--- src/rtl/weighted_rr_arbiter.sv ---
// ---------------------------------------------------------------------------
// weighted_rr_arbiter
//
// Weighted round-robin arbiter. Once a requester wins, it keeps the grant for
// up to WEIGHTS[i] consecutive cycles, or until it drops its request. The
// search for the next owner then starts just past the previous owner. A zero
// weight behaves as a weight of one.
//
// Parameters
//   N_REQ   : number of requesters (2..16)
//   WEIGHTS : per-requester grant-cycle budget (8 bits each, 0 acts as 1)
//   IDX_W   : width of gnt_idx
//
// Ports
//   clk       : clock, all state updates on the rising edge
//   rst       : synchronous active-high reset
//   req       : request level, bit i belongs to requester i
//   gnt       : grant, one-hot or zero, decoded from registered state only
//   gnt_valid : high whenever gnt is nonzero
//   gnt_idx   : binary index of the current owner, 0 when idle
//   gnt_last  : high in the final cycle of the current grant budget
// ---------------------------------------------------------------------------
module weighted_rr_arbiter #(
  parameter int unsigned N_REQ            = 4,
  parameter bit [7:0]    WEIGHTS [N_REQ]  = '{8'd3, 8'd1, 8'd2, 8'd1},
  parameter int unsigned IDX_W            = $clog2(N_REQ)
) (
  input  logic             clk,
  input  logic             rst,
  input  logic [N_REQ-1:0] req,
  output logic [N_REQ-1:0] gnt,
  output logic             gnt_valid,
  output logic [IDX_W-1:0] gnt_idx,
  output logic             gnt_last
);

  typedef enum logic {
    IDLE  = 1'b0,
    GRANT = 1'b1
  } state_t;

  state_t           state_q, state_d;
  logic [IDX_W-1:0] owner_q, owner_d;
  logic [IDX_W-1:0] ptr_q,   ptr_d;
  logic [7:0]       credit_q, credit_d;

  // Effective budgets: a zero weight is promoted to one so every grant
  // lasts at least one cycle and credit never has to represent zero.
  logic [7:0] budget [N_REQ];

  for (genvar gi = 0; gi < N_REQ; gi++) begin : g_budget
    assign budget[gi] = (WEIGHTS[gi] == 8'd0) ? 8'd1 : WEIGHTS[gi];
  end

  // (base + off) mod N_REQ, valid for base < N_REQ and off < N_REQ.
  function automatic logic [IDX_W-1:0] wrap_add(input logic [IDX_W-1:0] base,
                                                input int unsigned    off);
    int unsigned sum;
    sum = 32'(base) + off;
    if (sum >= N_REQ) begin
      sum = sum - N_REQ;
    end
    return IDX_W'(sum);
  endfunction

  // Pointer that a rotate event installs: one past the current owner.
  logic [IDX_W-1:0] next_ptr;
  assign next_ptr = wrap_add(owner_q, 1);

  // One search engine serves both cases: from IDLE it starts at ptr, on a
  // rotate it starts at the freshly advanced pointer. Because the wrap also
  // covers the current owner, a sole requester re-wins without a bubble.
  logic [IDX_W-1:0] search_start;
  logic             found;
  logic [IDX_W-1:0] found_idx;

  assign search_start = (state_q == GRANT) ? next_ptr : ptr_q;

  // Walk the offsets from farthest to nearest so the nearest set request
  // wins.
  always_comb begin
    found     = 1'b0;
    found_idx = '0;
    for (int k = N_REQ - 1; k >= 0; k--) begin
      if (req[wrap_add(search_start, k)]) begin
        found     = 1'b1;
        found_idx = wrap_add(search_start, k);
      end
    end
  end

  // State register
  always_ff @(posedge clk) begin
    if (rst) begin
      state_q  <= IDLE;
      owner_q  <= '0;
      ptr_q    <= '0;
      credit_q <= '0;
    end else begin
      state_q  <= state_d;
      owner_q  <= owner_d;
      ptr_q    <= ptr_d;
      credit_q <= credit_d;
    end
  end

  // Next-state logic
  always_comb begin
    state_d  = state_q;
    owner_d  = owner_q;
    ptr_d    = ptr_q;
    credit_d = credit_q;
    case (state_q)
      IDLE: begin
        if (found) begin
          state_d  = GRANT;
          owner_d  = found_idx;
          credit_d = budget[found_idx];
        end
      end
      GRANT: begin
        if (req[owner_q] && (credit_q > 8'd1)) begin
          // The owner keeps the grant. Other requests cannot preempt it here.
          credit_d = credit_q - 8'd1;
        end else begin
          // Rotate event: the budget is spent or the owner released.
          ptr_d = next_ptr;
          if (found) begin
            owner_d  = found_idx;
            credit_d = budget[found_idx];
          end else begin
            state_d = IDLE;
          end
        end
      end
      default: begin
        state_d = IDLE;
      end
    endcase
  end

  // Output decode: outputs depend only on registered state.
  always_comb begin
    gnt       = '0;
    gnt_valid = 1'b0;
    gnt_idx   = '0;
    gnt_last  = 1'b0;
    if (state_q == GRANT) begin
      gnt[owner_q] = 1'b1;
      gnt_valid    = 1'b1;
      gnt_idx      = owner_q;
      gnt_last     = (credit_q == 8'd1);
    end
  end

endmodule

--- config.mk ---
export PLATFORM = sky130hd
export DESIGN_NAME = weighted_rr_arbiter
export DESIGN_NICKNAME = d
export VERILOG_FILES = /design/src/rtl/weighted_rr_arbiter.sv
export SDC_FILE = /design/constraint.sdc
export NUM_CORES = 1
export LEC_CHECK = 0
export CORE_MARGIN = 2
export CORE_UTILIZATION = 56
export CTS_CLUSTER_SIZE = 28
export DETAILED_ROUTE_END_ITERATION = 16
export PLACE_DENSITY = 0.93
export SKIP_LAST_GASP = 1
export SYNTH_ARGS = -nofsm -noshare
export SYNTH_HDL_FRONTEND = slang
export SYNTH_SLANG_ARGS = --single-unit
--- constraint.sdc ---
create_clock -name clk -period 2.8 [get_ports clk]
set_input_delay 0.56 -clock clk [delete_from_list [all_inputs] [get_ports clk]]
set_output_delay 0.56 -clock clk [all_outputs]
set_load 0.01 [all_outputs]
Yosys cells after proc, flatten, opt, wreduce, memory -nomap -nowiden
Cells that the tools add are included.
{"block": "totals", "input_bits": 6, "elab_cells": 77, "regBits": 13, "out_inout_bits": 8}
{"block": "op_classes", "bitwise_logic": 3, "addsub": 10, "mux": 42, "n_eq_ne": 2, "n_lt_le_gt_ge": 13, "reduce_logical": 3}
{"operator": "$mux 8", "count": 4}
{"operator": "$mux 2", "count": 13}
{"operator": "$bmux 8 s2", "count": 1}
{"operator": "$pmux 8 s2", "count": 1}
{"operator": "$ge 3x3->1 const B", "count": 5}
{"operator": "$lt 2x3->1 const B", "count": 5}
{"operator": "$mux 1", "count": 14}
{"operator": "$bmux 1 s2", "count": 5}
{"operator": "$sub 2x1->2 const B", "count": 5}
{"operator": "$eq 8x1->1 const B", "count": 1}
{"operator": "$gt 8x1->1 const B", "count": 1}
{"operator": "$sub 8x1->8 const B", "count": 1}
{"operator": "$add 2x1->3 const B", "count": 2}
{"operator": "$add 2x2->3 const B", "count": 2}
{"operator": "$mux 4", "count": 1}
{"operator": "$pmux 2 s2", "count": 1}
{"operator": "$ge 2x3->1 const B", "count": 1}
{"operator": "$not 2->3", "count": 1}
{"operator": "$demux 1 s2", "count": 1}
{"operator": "$ge 2x1->1 const B", "count": 1}
{"operator": "$logic_and 1x1->1", "count": 2}
{"operator": "$ne 2x2->1 const B", "count": 1}
{"operator": "$not 1->1", "count": 2}
{"operator": "$pmux 1 s2", "count": 1}
{"operator": "$reduce_and 2->1", "count": 1}

Longest topological paths before layout
Gate-level depths: netlist of the first run.
{"block": "depth", "ltp_word": 20, "depth_mapped": 7, "mapped_depth_nobuf": 7}

Least setup slack after synthesis of the first run
OpenSTA, ideal clock, no wires.
{"block": "synth_timing", "kind": "in2reg", "from": "input req[1]", "to": "register owner_q[0]", "setup_time_ns": 0.132, "t_arrival_ns": 1.704, "required_time_ns": 2.668, "stages": 7, "path_slack_ns": 0.964, "n_path_buf": 2, "cell_sequence": "clkbuf_2 mux2_2 a22o_4 and2_4 buf_4 o21ai_0 a21oi_1"}
{"block": "synth_via", "elab_chain_cells": 9, "elab_cells_between_ends": 23, "classes_between": "eq/ne (1); mux (21); reduce/logical (1)"}
{"item": "from (decl)", "line": "30", "rtl": "input logic [N_REQ-1:0] req,"}
{"item": "$bmux 1 s2", "line": "85", "rtl": "if (req[wrap_add(search_start, k)]) begin"}
{"item": "$mux 1 (implied by the code)", "line": "85"}
{"item": "$mux 2 or $mux 1 (tied branches) (4 in series)", "line": "85"}
{"item": "$mux 2", "line": "115, 128"}
{"item": "$mux 2", "line": "122", "rtl": "if (req[owner_q] && (credit_q > 8'd1)) begin"}
{"item": "$pmux 2 s2", "line": "113", "rtl": "case (state_q)"}
{"item": "to (signal assigned)", "line": "101", "rtl": "owner_q <= owner_d;"}
{"item": "to (decl)", "line": "43", "rtl": "logic [IDX_W-1:0] owner_q, owner_d;"}
Parallel ways exist; a longest one is shown, timed or not. The select of a mux whose other input is x is not followed.
A chain may end at the register's enable or synchronous reset.

Worst setup path in the final report of the first run
{"block": "layout_timing", "from": "register credit_q[4]", "to": "output gnt_last"}
{"block": "layout_via", "elab_chain_cells": 2}
{"item": "from (decl)", "line": "45", "rtl": "logic [7:0] credit_q, credit_d;"}
{"item": "from (signal assigned)", "line": "103", "rtl": "credit_q <= credit_d;"}
{"item": "$eq 8x1->1", "line": "152", "rtl": "gnt_last = (credit_q == 8'd1);"}
{"item": "$mux 1", "line": "148", "rtl": "if (state_q == GRANT) begin"}
{"item": "to (decl)", "line": "34", "rtl": "output logic gnt_last"}
Every way passes these cells.

==> results.md, run 1 <==
- Post-CTS Setup Inserts: 0
- RSZ-0062 raised after global routing: no
- Cell area after synthesis: 930 um^2
- Die Ht: 44.7 um
- Die ar.: 2000 um^2
- Core area: 1520 um^2
- Total Power: 0.567 mW
- Yosys warnings: 0
- Worst reg2reg endpoint: owner_q[1]
- Clock Pin Slew Worst Setup and Hold Paths: 80 ps
- Layout Nets: 139
- Layout area overhead: 16.3%
- Die X: 44.7 um
- Total Routing Usage GR: 23.3%
- Crit path max fanout: 5
- Max_slew headroom: 64.4%
- Run status: finished, final reports clean
- Drt first-iter violations: 29
- Hold_buf cts: 0
- Yosys cell types: 41
- PostCTS Resize Cnt: 0
- Post-synthesis sequential area ratio: 28.0%
- Final hold violation count: 0
- Power density over cell area: 525 nW/um^2
- Vias in the first global route: 770
- Minimum clock period after layout: 2380 ps
- Worst r2r path cells: 7
- Max Freq: 420 MHz
- CTS Sinks: 13
- Layout Cells excl Fill: 142
- Share of layout cells above drive strength 1: 10.3%
- ANT nets after route: 0
- Max-capacitance violation count: 0
- Worst Setup End Kind: primary output
- Crit path DAT: 1820 ps
- #FFs+latches synth: 13
- Row cnt: 14
- DP HPWL: 1460 um
- Final setup fails: 0
- Antenna diode count: 0
- Clk Latency, worst-skew pair: 290 ps
- Ports: 14
- Worst min-delay path class: reg2reg
- Final Max Slew Viols: 0
- Most frequent cells in the layout: dfxtp_1 (13), clkdlybuf4s50_1 (13), nand2_1 (12)
- Number of buffers created by CTS: 3
- Detailed Routing Iterations Pass 1: 4
- Fillers: 120
- Worst r2r src: owner_q[0]
- Clock Path Buffers: 2
- Fin Setup TNS: 0 ps
- Pleak: 0.444 nW
- H-Tree Depth: 1
- Initial Util: 61.0%
- Least-Margin Pin Slew: 533 ps
- Placed instance count: 138
- Clock skew: 3.43 ps
- Critical Path Source Type: flop
- CTS tree: built
- Synthesized Nets: 125
- Port bufs: 13
- Wire length per cell: 13.9 um
- Vias per inst: 6.23
- Initial antenna violation count: 0
- First-pass GRT wire length: 3320 um
- Worst VDD drop: 0.362 mV
- R2R setup slack: 700 ps
- Multi-input logic area: 618 um^2
- Total wire length: 1970 um
- Crit path launch: credit_q[4]
- CP required: 2240 ps
- Worst Setup EP: gnt_last
- Period utilisation layout: 85.1%
- Mapped Cells: 113
- Final GP Congestion: 0.842
- Via count: 884
- Kind of critical path: reg2out
- CTS root buf: clkbuf_4
- Reg area: 260 um^2
- DRC errors left: 0
- Syn Area/Cell: 8.23 um^2
- Global route overflow: 0
- Largest net degree at the start of global routing: 17
[state kept, by name, indices dropped and copies added (netlist names)]
name	cells
owner_q	2
state_q	1
ptr_q	2
credit_q	8
[how the worst min path moves through the flow]
stage                 from           to  cells after the start
2_1_floorplan     ptr_q[0]     ptr_q[0]                      2
3_3_place_gp      ptr_q[0]     ptr_q[0]                      2
3_5_place_dp   credit_q[5]  credit_q[5]                      2
4_1_cts        credit_q[5]  credit_q[5]                      2
5_1_grt        credit_q[5]  credit_q[5]                      2
6_report       credit_q[5]  credit_q[5]                      2
[critical path: stages, from the launching register on]
cell and delay (ps):
dfxtp_1 350, nor3_1 360, nand2_1 160, nor2_1 130
clkdlybuf4s50_1 540
[cell families after synthesis]
kind of cell | synth area share [%]
adders and majority gates | 8.08
and+or+nand+nor | 27.6
buffers and inverters | 5.52
DFF | 28.0
muxes | 8.34
AOI/OAI and AO/OA | 21.5
xor gates and xnor gates | 0.942
[area by class of cell]
cell class	count	share of cell area (%)
Timing Repair Buffer	14	12.7
Sequential cell	13	24.1
Inverter	5	1.74
Clock buffer	4	2.43
Tap cell	16	1.85
Multi-Input combinational cell	90	57.2
[Yosys cell counts]
library cell	instances	share of area (%)
nor3_1	3	1.6
nor2_1	9	3.6
clkbuf_2	1	0.54
nand3_1	6	3.2
clkbuf_1	1	0.40
or2_2	1	0.67
a2111o_1	1	1.2
ha_1	6	8.1
dfxtp_1	13	28
buf_4	1	0.81
and2_4	1	0.94
nand2_1	12	4.8
nor4_2	1	1.3
o311ai_0	1	0.94
buf_6	1	1.2
and3_1	1	0.67
mux2_4	1	1.6
nor2b_1	1	0.67
or3_4	1	1.2
o2111ai_1	1	0.94
a31oi_1	4	2.7
nor2_2	1	0.67
mux2_2	2	2.4
o21ai_0	6	3.2
buf_2	1	0.54
a211oi_1	1	0.81
o31ai_1	1	0.81
mux2i_1	4	4.3
o211a_1	2	2.2
or3b_1	1	0.94
inv_1	5	2.0
and2_1	5	3.4
o211ai_1	2	1.6
or3_1	1	0.67
a21oi_1	5	2.7
a21o_1	2	1.6
nand4_1	1	0.67
xor2_1	1	0.94
a22o_1	1	0.94
a22o_4	1	1.9
nand3b_1	3	2.4
[metal layers]
metal | part of all wire [%] | track usage (%) | vias up | wire length, um
met1 | 43 | 29.3 | 415 | 855
met3 | 7.3 | 8.40 | 4 | 143
met4 | 1.1 | 5.45 | 0 | 21
met5 | 0 | 0 | - | 0
met2 | 48 | 38.0 | 32 | 951
li1 | - | - | 433 | -
[where the power goes]
group | switching (mW) | internal [mW] | leakage (nW)
Sequential | 0.0204 | 0.203 | 0.107
Combinational | 0.115 | 0.106 | 0.323
Clock | 0.0666 | 0.0555 | 0.0150
Total | 0.202 | 0.365 | 0.444
[per-stage QoR]
step / setup slack [ps] / hold slack (ps) / utilization (%) / instance area, um^2
2_1_floorplan: 964 / 456 / - / 930
3_3_place_gp: 452 / 468 / 69.2 / 1050
3_5_place_dp: 408 / 503 / 69.2 / 1050
4_1_cts: 427 / 513 / 70.9 / 1080
5_1_grt: 286 / 537 / 70.9 / 1080
6_report: 418 / 517 / 70.9 / 1080
Note: power is estimated with default switching activity, not from simulation.
==> inputs of run 2 (changes only) <==
CORE_MARGIN = unset   (was 2)
==> results.md, run 2 (synthesis results as in run 1) <==
- Run status: finished, final reports clean
- Die ar.: 1830 um^2 (-8.7%)
- DRC errors left: 0 (unchanged)
- PostCTS Resize Cnt: 0 (unchanged)
- Crit path DAT: 1840 ps (+20 ps)
- Row cnt: 14 (unchanged)
- Pleak: 0.444 nW (unchanged)
- Comb pwr share: 38.8% (-0.2 points)
- CTS Sinks: 13 (unchanged)
- DP HPWL: 1380 um (-5.6%)
- Hold path start: credit_q[5]
- Via count: 847 (-4.2%)
- Fin Setup TNS: 0 ps (unchanged)
- Final setup fails: 0 (unchanged)
- Largest net degree at the start of global routing: 17 (unchanged)
- Least-Margin Pin Slew: 538 ps (+4.75 ps)
- Ports: 14 (unchanged)
- Most frequent cells in the layout: dfxtp_1 (13), clkdlybuf4s50_1 (13), nand2_1 (12)
- Detailed Routing Iterations Pass 1: 7 (+3)
- Worst-path cell chain: nor3_1, nand2_1, nor2_1, clkdlybuf4s50_1
- P_sw: 0.196 mW (-3.2%)
- Period utilisation layout: 85.7% (+0.67 points)
- Clk Latency, worst-skew pair: 290 ps (about the same)
- Worst min-delay path class: reg2reg
- Max FFs per register: 8 (unchanged)
- Worst Setup End Kind: primary output
- Minimum clock period after layout: 2400 ps (+18.7 ps)
- Vias per inst: 5.96 (-4.2%)
- Post-place setup slack: 418 ps (+9.92 ps)
- Total wire length: 1840 um (-6.5%)
- Worst path slowest cell: clkdlybuf4s50_1
- Worst reg2reg endpoint: owner_q[1]
- Hold_buf cts: 0 (unchanged)
- Wire length per cell: 13.0 um (-6.5%)
- Clock Path Buffers: 2 (unchanged)
- Critical Path Source Type: flop
- Vias in the first global route: 732 (-4.9%)
- Worst r2r path cells: 7 (unchanged)
- Max-capacitance violation count: 0 (unchanged)
- Core area: 1520 um^2 (unchanged)
- Total Power: 0.560 mW (-1.2%)
- Max Freq: 417 MHz (-0.78%)
- ANT nets after route: 0 (unchanged)
- CTS root buf: clkbuf_4
- Die Ht: 42.7 um (-4.5%)
- Post-CTS Setup Inserts: 0 (unchanged)
- RSZ-0062 raised after global routing: no
- Clock Pin Slew Worst Setup and Hold Paths: 70 ps (about the same)
- Initial Util: 61.0% (unchanged)
- Clock skew: 6.79 ps (+3.36 ps)
- Total Routing Usage GR: 23.5% (+0.22 points)
- Worst hold margin: 514 ps (-3.40 ps)
- Hold depth: 2 (unchanged)
- Final hold violation count: 0 (unchanged)
- Antenna diode count: 0 (unchanged)
- Final Max Slew Viols: 0 (unchanged)
- Crit path max fanout: 5 (unchanged)
- Die X: 42.7 um (-4.5%)
- R2R setup slack: 700 ps (about the same)
- CP max stage delay: 540 ps (about the same)
- Drt first-iter violations: 13 (-55%)
- Worst VDD drop: 0.343 mV (-5.0%)
- Setup WS post-layout: 400 ps (-18.7 ps)
- Number of buffers created by CTS: 3 (unchanged)
- Layout area overhead: 16.3% (unchanged)
- Layout Nets: 139 (unchanged)
- Power share of the clock group: 21.2% (-0.3 points)
- Global route overflow: 0 (unchanged)
- CTS tree: built
- Share of layout cells above drive strength 1: 10.3% (unchanged)
- Power density over cell area: 518 nW/um^2 (-1.2%)
- Biggest register: credit_q
- Initial antenna violation count: 0 (unchanged)
- CP required: 2240 ps (about the same)
- Pint: 0.365 mW (-0.14%)
- Hold Crit Endpoint: credit_q[5]
- Port bufs: 13 (unchanged)
- Max_slew headroom: 64.0% (-0.32 points)
- Final GP Congestion: 0.835 (-0.87%)
- Biggest regs: credit_q (8), owner_q (2), ptr_q (2)
- Sequential share of power: 40.0% (+0.5 points)
- Kind of critical path: reg2out
- Worst r2r src: owner_q[0]
- Switching Fraction: 34.9% (-0.71 points)
- H-Tree Depth: 1 (unchanged)
- First-pass GRT wire length: 3170 um (-4.6%)
run 2: cell counts in the layout (fill, tap and decap cells not counted):
Identical to the previous run, type by type.
run 2: worst max-delay path by stage:
| stage | from | to | slack, ps |
|---|---|---|---|
| finish | credit_q[4] | gnt_last | 400 |
| global route | credit_q[4] | gnt_last | 290 |
| CTS | credit_q[4] | gnt_last | 420 |
| detailed placement | req[3] | owner_q[1] | 420 |
| global placement | req[3] | owner_q[1] | 450 |
| floorplan | req[1] | owner_q[0] | 960 |
run 2: layout make-up:
type                            instances  area [um^2]
Sequential cell                        13          260
Timing Repair Buffer                   14          138
Inverter                                5         18.8
Multi-Input combinational cell         90          618
Fill cell                             111          443
Tap cell                               16         20.0
Clock buffer                            4         26.3
run 2: worst max-delay path: cells and delay by family (launching register included):
family        cells  cell delay (ps)
simple gates      3              680
buf+inv           1              540
flops             1              350
run 2: routing by layer:
layer / routed length, um / vias to the layer above / GRT usage [%]
met3: 113 / 5 / 7.66
met2: 839 / 28 / 34.2
met4: 40 / 0 / 12.5
li1: - / 434 / -
met5: 0 / - / 0
met1: 850 / 380 / 30.4
run 2: power by group through the flow:
stage / combinational [mW] / clock (mW) / sequential (mW)
floorplan: 0.165 / 0 / 0.222
global placement: 0.209 / 0 / 0.227
detailed placement: 0.216 / 0 / 0.228
CTS: 0.217 / 0.123 / 0.224
global route: 0.246 / 0.132 / 0.228
finish: 0.218 / 0.119 / 0.224
run 2: per-stage QoR:
step / util, % / std cells / area (um^2)
2_1_floorplan: - / 113 / 930
3_3_place_gp: 69.2 / 138 / 1050
3_5_place_dp: 69.2 / 138 / 1050
4_1_cts: 70.9 / 142 / 1080
5_1_grt: 70.9 / 142 / 1080
6_report: 70.9 / 142 / 1080
==> inputs of run 3 (changes only) <==
ABC_AREA = 0   (was unset)
==> results of run 3 <==
No change in the layout: final DEF, timing and power equal those of run 2.
